==> src/rtl/alu_reservation_station.sv <==
// ALU reservation station: holds dispatched ALU ops until both operands
// are resolved, snoops result broadcasts, issues one ready op per cycle.
module alu_reservation_station #(
  parameter int DEPTH = 4,
  parameter int TAG_W = 3
) (
  input  logic             clk,
  input  logic             rst,
  input  logic             flush,
  input  logic [4:0]       op_in,
  input  logic [31:0]      value1_in,
  input  logic [31:0]      value2_in,
  input  logic [TAG_W-1:0] query1_in,
  input  logic [TAG_W-1:0] query2_in,
  input  logic [31:0]      imm_in,
  input  logic [TAG_W-1:0] target_in,
  input  logic             is_branch_in,
  input  logic [TAG_W-1:0] alu_num,
  input  logic [31:0]      alu_value,
  input  logic [TAG_W-1:0] mem_num,
  input  logic [31:0]      mem_value,
  output logic             rs_full,
  output logic             issue_valid,
  output logic [4:0]       issue_op,
  output logic [31:0]      issue_a,
  output logic [31:0]      issue_b,
  output logic [31:0]      issue_imm,
  output logic [TAG_W-1:0] issue_dest,
  output logic             issue_is_branch
);

  localparam int IDX_W = $clog2(DEPTH);
  localparam int CNT_W = $clog2(DEPTH + 1);
  localparam logic [4:0] OP_NONE = 5'b11111;
  localparam logic [4:0] OP_LB   = 5'b10010;
  localparam logic [4:0] OP_SW   = 5'b11001;

  logic [DEPTH-1:0]             valid_q, valid_d;
  logic [DEPTH-1:0][4:0]        op_q, op_d;
  logic [DEPTH-1:0][31:0]       v1_q, v1_d;
  logic [DEPTH-1:0][31:0]       v2_q, v2_d;
  logic [DEPTH-1:0][TAG_W-1:0]  q1_q, q1_d;
  logic [DEPTH-1:0][TAG_W-1:0]  q2_q, q2_d;
  logic [DEPTH-1:0][31:0]       imm_q, imm_d;
  logic [DEPTH-1:0][TAG_W-1:0]  dest_q, dest_d;
  logic [DEPTH-1:0]             br_q, br_d;

  logic             full_q, full_d;
  logic             iv_q, iv_d;
  logic [4:0]       iop_q, iop_d;
  logic [31:0]      ia_q, ia_d;
  logic [31:0]      ib_q, ib_d;
  logic [31:0]      iimm_q, iimm_d;
  logic [TAG_W-1:0] idest_q, idest_d;
  logic             ibr_q, ibr_d;

  logic [DEPTH-1:0] ready;
  logic             found;
  logic [IDX_W-1:0] sel;
  logic             accept;
  logic             has_free;
  logic [IDX_W-1:0] free_idx;
  logic [CNT_W-1:0] cnt;
  logic [TAG_W-1:0] dq1, dq2;
  logic [31:0]      dv1, dv2;
  logic [TAG_W-1:0] wq1, wq2;
  logic [31:0]      wv1, wv2;

  // ALU broadcast wins over memory if both tags match.
  function automatic void wake(
    input  logic [TAG_W-1:0] q_i,
    input  logic [31:0]      v_i,
    input  logic [TAG_W-1:0] an,
    input  logic [31:0]      av,
    input  logic [TAG_W-1:0] mn,
    input  logic [31:0]      mv,
    output logic [TAG_W-1:0] q_o,
    output logic [31:0]      v_o
  );
    q_o = q_i;
    v_o = v_i;
    if (q_i != '0 && q_i == an) begin
      q_o = '0;
      v_o = av;
    end else if (q_i != '0 && q_i == mn) begin
      q_o = '0;
      v_o = mv;
    end
  endfunction

  assign accept = (op_in != OP_NONE) &&
                  !((op_in >= OP_LB) && (op_in <= OP_SW));

  always_comb begin
    ready = '0;
    found = 1'b0;
    sel   = '0;
    for (int i = 0; i < DEPTH; i++) begin
      ready[i] = valid_q[i] && (q1_q[i] == '0) && (q2_q[i] == '0);
    end
    for (int i = 0; i < DEPTH; i++) begin
      if (!found && ready[i]) begin
        found = 1'b1;
        sel   = IDX_W'(i);
      end
    end
  end

  always_comb begin
    valid_d  = valid_q;
    op_d     = op_q;
    v1_d     = v1_q;
    v2_d     = v2_q;
    q1_d     = q1_q;
    q2_d     = q2_q;
    imm_d    = imm_q;
    dest_d   = dest_q;
    br_d     = br_q;
    has_free = 1'b0;
    free_idx = '0;
    cnt      = '0;
    dq1      = '0;
    dq2      = '0;
    dv1      = '0;
    dv2      = '0;
    wq1      = '0;
    wq2      = '0;
    wv1      = '0;
    wv2      = '0;

    for (int i = 0; i < DEPTH; i++) begin
      if (valid_q[i]) begin
        wake(q1_q[i], v1_q[i], alu_num, alu_value,
             mem_num, mem_value, wq1, wv1);
        wake(q2_q[i], v2_q[i], alu_num, alu_value,
             mem_num, mem_value, wq2, wv2);
        q1_d[i] = wq1;
        v1_d[i] = wv1;
        q2_d[i] = wq2;
        v2_d[i] = wv2;
      end
    end

    if (found) begin
      valid_d[sel] = 1'b0;
    end

    // Free slot search runs after issue removal so a slot can be reused.
    for (int i = 0; i < DEPTH; i++) begin
      if (!has_free && !valid_d[i]) begin
        has_free = 1'b1;
        free_idx = IDX_W'(i);
      end
    end

    wake(query1_in, value1_in, alu_num, alu_value,
         mem_num, mem_value, dq1, dv1);
    wake(query2_in, value2_in, alu_num, alu_value,
         mem_num, mem_value, dq2, dv2);

    if (accept && has_free) begin
      valid_d[free_idx] = 1'b1;
      op_d[free_idx]    = op_in;
      v1_d[free_idx]    = dv1;
      q1_d[free_idx]    = dq1;
      v2_d[free_idx]    = dv2;
      q2_d[free_idx]    = dq2;
      imm_d[free_idx]   = imm_in;
      dest_d[free_idx]  = target_in;
      br_d[free_idx]    = is_branch_in;
    end

    if (flush) begin
      valid_d = '0;
    end

    for (int i = 0; i < DEPTH; i++) begin
      cnt = cnt + CNT_W'(valid_d[i]);
    end
    full_d = (cnt >= CNT_W'(DEPTH - 1));
  end

  always_comb begin
    iv_d    = 1'b0;
    iop_d   = OP_NONE;
    ia_d    = '0;
    ib_d    = '0;
    iimm_d  = '0;
    idest_d = '0;
    ibr_d   = 1'b0;
    if (found && !flush) begin
      iv_d    = 1'b1;
      iop_d   = op_q[sel];
      ia_d    = v1_q[sel];
      ib_d    = v2_q[sel];
      iimm_d  = imm_q[sel];
      idest_d = dest_q[sel];
      ibr_d   = br_q[sel];
    end
  end

  always_ff @(posedge clk) begin
    if (!rst) begin
      valid_q <= '0;
      op_q    <= '0;
      v1_q    <= '0;
      v2_q    <= '0;
      q1_q    <= '0;
      q2_q    <= '0;
      imm_q   <= '0;
      dest_q  <= '0;
      br_q    <= '0;
      full_q  <= 1'b0;
      iv_q    <= 1'b0;
      iop_q   <= OP_NONE;
      ia_q    <= '0;
      ib_q    <= '0;
      iimm_q  <= '0;
      idest_q <= '0;
      ibr_q   <= 1'b0;
    end else begin
      valid_q <= valid_d;
      op_q    <= op_d;
      v1_q    <= v1_d;
      v2_q    <= v2_d;
      q1_q    <= q1_d;
      q2_q    <= q2_d;
      imm_q   <= imm_d;
      dest_q  <= dest_d;
      br_q    <= br_d;
      full_q  <= full_d;
      iv_q    <= iv_d;
      iop_q   <= iop_d;
      ia_q    <= ia_d;
      ib_q    <= ib_d;
      iimm_q  <= iimm_d;
      idest_q <= idest_d;
      ibr_q   <= ibr_d;
    end
  end

  assign rs_full         = full_q;
  assign issue_valid     = iv_q;
  assign issue_op        = iop_q;
  assign issue_a         = ia_q;
  assign issue_b         = ib_q;
  assign issue_imm       = iimm_q;
  assign issue_dest      = idest_q;
  assign issue_is_branch = ibr_q;

endmodule

==> config.mk <==
export PLATFORM = sky130hd
export DESIGN_NAME = alu_reservation_station
export DESIGN_NICKNAME = d
export VERILOG_FILES = /design/src/rtl/alu_reservation_station.sv
export SDC_FILE = /design/constraint.sdc
export NUM_CORES = 2
export LEC_CHECK = 0
export CAP_MARGIN = 0
export CORE_ASPECT_RATIO = 2
export CORE_MARGIN = 2
export CORE_UTILIZATION = 40
export DETAILED_ROUTE_END_ITERATION = 8
export HOLD_SLACK_MARGIN = 0.05
export SLEW_MARGIN = 10
export SYNTH_ARGS = -nofsm -noshare
export SYNTH_HDL_FRONTEND = slang
export SYNTH_SLANG_ARGS = --single-unit
==> constraint.sdc <==
create_clock -name clk -period 3.65 [get_ports clk]
set_input_delay 0.73 -clock clk [delete_from_list [all_inputs] [get_ports clk]]
set_output_delay 0.73 -clock clk [all_outputs]
set_load 0.01 [all_outputs]
; Yosys cells after proc, flatten, opt, wreduce, memory -nomap -nowiden
; Cells that the tools add are included.
[word_totals]
reg_bits = 555
wordCells = 249
out_inout_bits = 107
input_bits = 184
[classes]
n_addsub = 3
muxes = 108
n_eq_ne = 21
reduce_logical = 69
bitwise = 3
magnitude_cmp = 7
[op_table]
columns = cell, count
row1 = 32-bit two-way mux, 32
row2 = 128-bit bitwise mux, 3
row3 = 128-bit two-way mux, 2
row4 = 32-bit binary-select mux with 2-bit select, 3
row5 = 3-bit two-way mux, 30
row6 = 32-bit demux with 2-bit select, 1
row7 = 3-bit == test, 20
row8 = 1-bit logical AND, 40
row9 = 12-bit bitwise mux, 3
row10 = 3-bit nonzero test, 10
row11 = 3-bit zero test, 8
row12 = 12-bit two-way mux, 2
row13 = 20-bit bitwise mux, 1
row14 = 1-bit two-way mux, 14
row15 = 4-bit two-way mux, 3
row16 = 5-bit binary-select mux with 2-bit select, 1
row17 = 5-bit demux with 2-bit select, 1
row18 = 1-bit zero test, 10
row19 = 5-bit two-way mux, 2
row20 = 2-bit two-way mux, 4
row21 = 3-bit binary-select mux with 2-bit select, 1
row22 = 3-bit demux with 2-bit select, 1
row23 = 2-bit by 3-bit less-than comparator with 1-bit output (second input constant), 2
row24 = 5-bit >= comparator (second input constant), 1
row25 = 14 further kinds, 16

; Logic depth before layout (Yosys ltp)
[depth]
ltp_word = 40
mapped_depth = 14
mapped_depth_nobuf = 12

; Least setup slack after synthesis
; OpenSTA, ideal clock, no wires.
[synth_timing]
path_type = input to register
from = input port op_in[2]
to = register full_q (netlist: rs_full)
t_required_ns = 3.522
slack_ns = 0.389
t_arrival_ns = 3.133
n_path_buf = 1
setup_ns = 0.128
stages = 11
path_cell_list = and3_1 > o31ai_2 > clkbuf_1 > nand3_1 > a21o_1 > fa_1 > inv_1 > ha_1 > ha_1 > a31oi_1 > nor2_1
[synth_between]
elab_chain_cells = 11
word_cells_on_any_way = 13
cone_classes = add/sub (3) / order compare (3) / eq/ne (1) / mux (2) / reduce/logical (4)
[synth_rtl]
columns = element, line_no
row1 = from (decl), 10  ; input logic [4:0] op_in,
row2 = 5-bit >= comparator / 5-bit <= comparator (equally long branches), 92  ; !((op_in >= OP_LB) && (op_in <= OP_SW));
row3 = 1-bit logical AND, 92
row4 = 1-bit zero test, 92
row5 = 1-bit logical AND *, 91  ; assign accept = (op_in != OP_NONE) &&
row6 = 1-bit logical AND *, 161  ; if (accept && has_free) begin
row7 = 4-bit two-way mux *, 161
row8 = 4-bit two-way mux *, 173  ; if (flush) begin
row9 = 1-bit by 1-bit adder with 2-bit output, 178  ; cnt = cnt + CNT_W'(valid_d[i]);
row10 = 2-bit by 1-bit adder with 3-bit output, 178
row11 = 3-bit by 1-bit adder with 3-bit output *, 178
row12 = 3-bit by 2-bit >= comparator with 1-bit output *, 180  ; full_d = (cnt >= CNT_W'(DEPTH - 1));
row13 = to (signal assigned), 231  ; full_q <= full_d;
row14 = to (decl), 48  ; logic full_q, full_d;
; Mark *: on every way between the ends. The rest lies on a longest branch, timed or not.
; A chain may end at the register's enable or synchronous reset.

; Final worst setup path
[layout_timing]
from = register q1_q[2] (netlist bit)
to = register imm_q[55] (netlist bit)
[layout_between]
elab_chain_cells = 34
word_cells_on_any_way = 46
cone_classes = order compare (4) / mux (20) / bitwise (2) / reduce/logical (20)
[layout_rtl]
columns = element, line_no
row1 = from (decl), 42  ; logic [DEPTH-1:0][TAG_W-1:0] q1_q, q1_d;
row2 = from (signal assigned), 226  ; q1_q <= q1_d;
row3 = 3-bit zero test *, 99  ; ready[i] = valid_q[i] && (q1_q[i] == '0) && (q2_q[i] == '0);
row4 = 1-bit logical AND * (2 in a row), 99
row5 = 1-bit two-way mux *, 102  ; if (!found && ready[i]) begin
row6 = 1-bit zero test, 102
row7 = 1-bit logical AND, 102
row8 = 1-bit two-way mux, 102
row9 = 1-bit zero test, 102
row10 = 1-bit logical AND, 102
row11 = [... 17 more ...], n/a
row12 = 1-bit zero test, 150  ; if (!has_free && !valid_d[i]) begin
row13 = 1-bit logical AND, 150
row14 = 2-bit two-way mux, 150
row15 = 2-bit by 3-bit less-than comparator with 1-bit output (implied by the code) / 2-bit by 1-bit >= comparator with 1-bit output (equally long branches), 168  ; imm_d[free_idx] = imm_in;
row16 = 1-bit logical AND (implied by the code), 168
row17 = 32-bit two-way mux (implied by the code), 168
row18 = 32-bit demux with 2-bit select, 168
row19 = 128-bit bitwise mux, 168
row20 = to (signal assigned), 228  ; imm_q <= imm_d;
row21 = to (decl), 44  ; logic [DEPTH-1:0][31:0] imm_q, imm_d;
; Marks and branches as above.

==> impl_metrics.csv <==
group,metric,value,unit
synth,synth-async-reset-ratio,0,%
route,drt_wl_cell,28.8,um
sta,layout_worst_path_cycle_share,86.8,%
clocking,clockBufferDepth,3,
synth,post_synthesis_net_count,3519,
route,drt_iter0_drc,3707,
route,via_count,30400,
clocking,clk_pin_slew_worst_paths,0.08,ns
route,total_routed_wirelength,126,mm
die,area_of_the_die,71700,sq um
min_path,hold_class,"flip-flop to flip-flop",
finish,fin_util,49.4,%
sta,unrepaired_setup_endpoints_after_global_routing,"false",
placed_design,place_area,32200,sq um
synth,post_synth_num_cell_types,73,
clocking,clock_tree_from_tritoncts,"built",
finish,ff_latch_area,11100,sq um
finish,footprint_of_the_multi_input_gates,15300,sq um
sta,finalMaxSlewViolations,0,
die,ios,291,
global_route,antenna_violations_before_repair,13,
clocking,cts_setup_buffers,0,
die,rows,136,
finish,nFillCells,6574,
sta,timing.max_slew.rel_slack,40.7,%
critical_path,endpoint_kind,"flip-flop",
power_and_ir_drop,seq_power_share,44.3,%
synth,synth_enable_flop_cells,0,
sta,max_clock_freq,316,MHz
clocking,tritoncts_buffer_count,52,
route,drt_drc_violations_left,0,
placed_design,pre_cts_ws,0.0639,ns
sta,setup_ws,0.483,ns
critical_path,critical_path_peak_fanout,114,
synth,syn-instance-count,3331,
critical_path,path_type_of_the_worst_setup_path,"flip-flop to flip-flop",
sta,final.setup.tns,0,ns
sta,finalClockSkew,0.0246,ns
sta,layout_min_cycle_time,3.17,ns
clocking,cts.sinks,555,
power_and_ir_drop,switching_share,28.6,%
placed_design,gpl.final_weighted_congestion,0.890,
status,status,"finished, final reports clean",
sta,setup-violations-final,0,
synth,postSynth.topFlopCell,"dfxtp_1",
route,post_drt_via_cell_ratio,6.97,
critical_path,cp.arrival,3.70,ns
global_route,grt_start_max_net_pins,188,
finish,final_net_count,3612,
clocking,clkLatencyLatePin,0.64,ns
power_and_ir_drop,vdd_ir_drop_max,0.000461,V
clocking,post_cts_resize_count,0,
die,die_height,377,um
route,drt_first_pass_iters,8,
global_route,vias_in_the_first_global_route,30800,
flow_run,drv_cap,0,
critical_path,worstSetupStartpointType,"flip-flop",
clocking,cts.htree.levels,2,
placed_design,post-dp-hpwl,75.8,mm
power_and_ir_drop,internal_dissipation,10.3,mW
sta,worst_slew_pin_slew,0.889,ns
synth,postSynthAreaPerCell,8.34,sq um
synth,synth.yosys.warnings,0,
sta,hold_vio_cnt_final,0,
route,postRouteAntennaNets,0,
synth,mappedNetlistArea,27800,sq um
die,floorplan.die.width,190,um
clocking,clock_tree.root_cell,"clkbuf_16",
finish,post-route-cell-area,34000,sq um
global_route,grt.total_usage,33.7,%
power_and_ir_drop,total_switching_power,4.14,mW
clocking,hold_fix_buffer_count_after_cts,0,
global_route,overflow,0,
finish,drive_above_1_share,10.7,%
power_and_ir_drop,comb_power_share,15.6,%
placed_design,port_buffers,290,
critical_path,critPathRequiredTime,4.19,ns
power_and_ir_drop,power.density,426,nW/um^2
global_route,global_route_wire_length_before_repair,186,mm
finish,syn2layout_area_growth,22.3,%
synth,synth_seq_area_share,40.0,%
power_and_ir_drop,power.static_leakage,11.2,nW
die,initial_cell_density_of_the_core,40.4,%
power_and_ir_drop,fraction_of_power_consumed_by_the_clock_network,40.1,%
die,core_area,68700,sq um
synth,synth_seq_cells,555,
[metal layers]
layer  share of wire, %  GRT usage (%)  wire length (um)
met5              0.099          0.280               124
met4                7.2           22.6              9060
met3                 11           8.99             13800
met2                 48           57.4             60400
met1                 34           36.4             42300
[cells by family after synthesis]
group | Yosys count | synth area share, %
XOR/XNOR | 51 | 1.61
buffers and inverters | 410 | 6.22
adder cells (fa/ha/maj) | 4 | 0.207
AND/OR/NAND/NOR | 976 | 17.5
multiplexers | 128 | 4.90
AO/OA/AOI/OAI | 1207 | 29.6
flip-flops | 555 | 40.0
[per-stage QoR]
stage	cells	total power, mW	hold WS [ns]
CTS	4360	14.5	0.455
detailed placement	4267	8.74	0.446
global route	4361	14.9	0.471
global placement	4267	8.68	0.437
finish	4363	14.5	0.454
floorplan	3331	7.75	0.421
[critical path: stages (launching register included)]
cell,delay (ns)
dfxtp_1,0.38
or4_4,0.64
o211ai_4,0.25
buf_12,0.59
a211o_2,0.27
buf_4,0.58
nand2_1,0.13
a21oi_1,0.18
[path summary, 6_finish.rpt]
kind	from	to	slack [ns]	cells after the start
setup / recovery	q1_q[2]	imm_q[55]	0.48	7
setup reg to reg	q1_q[2]	imm_q[55]	0.48	7
hold reg to reg	op_q[19]	op_q[19]	0.45	2
hold / removal	op_q[19]	op_q[19]	0.45	2
[registers in the layout, indices dropped and copies added (netlist names)]
signal and flops:
br_q 4, dest_q 12, imm_q 128, issue_a 32, issue_b 32, issue_dest 3
issue_imm 32, issue_is_branch 1, issue_op 5, issue_valid 1, op_q 20, q1_q 12
q2_q 12, rs_full 1, v1_q 128, v2_q 128, valid_q 4
[layout by cell type (no fill, tap or decap), types with 51 or more instances in the layout]
| cell | n |
|---|---|
| dfxtp_1 | 552 |
| a21oi_1 | 326 |
| clkdlybuf4s50_1 | 290 |
| nand2_1 | 277 |
| o22ai_1 | 256 |
| nor2_1 | 200 |
| nand3_1 | 167 |
| o31ai_1 | 141 |
| buf_4 | 101 |
| a2bb2oi_1 | 99 |
| o211ai_1 | 70 |
| nor3_1 | 69 |
| nand4b_1 | 65 |
| a221oi_1 | 64 |
| mux2_2 | 64 |
| mux2i_1 | 64 |
| o221ai_1 | 64 |
| o32ai_1 | 64 |
| o21ai_0 | 58 |
| clkbuf_16 | 54 |
| nand4_1 | 51 |
[cells in the mapped netlist (65+ instances only)]
master,instances,area (sq um)
nor2_1,203,762
nand3_1,168,841
a2bb2oi_1,99,867
o22ai_1,256,1600
nand4b_1,65,569
clkbuf_1,291,1090
a21oi_1,328,1640
o31ai_1,141,1060
o211ai_1,70,526
dfxtp_1,555,11100
nand2_1,284,1070
nor3_1,70,350
buf_2,86,430
[cell type report]
type / instances / share of cell area (%)
repair buffers: 440 / 13.7
multi-input cells: 2366 / 45.0
well taps: 897 / 3.30
inverters: 9 / 0.114
diodes: 3 / 0.0221
clock inverters: 28 / 0.924
flip-flops and latches: 555 / 32.7
clock buffers: 65 / 4.22
[power groups by stage]
stage                     logic, mW  clock network, mW  registers, mW
after floorplan                1.24                  0           6.51
after global placement         2.16                  0           6.53
after detailed placement       2.20                  0           6.54
after CTS                      2.21               5.87           6.40
after global routing           2.37               6.08           6.42
final                          2.26               5.80           6.41
No activity file was read; power rests on OpenSTA's default activity.
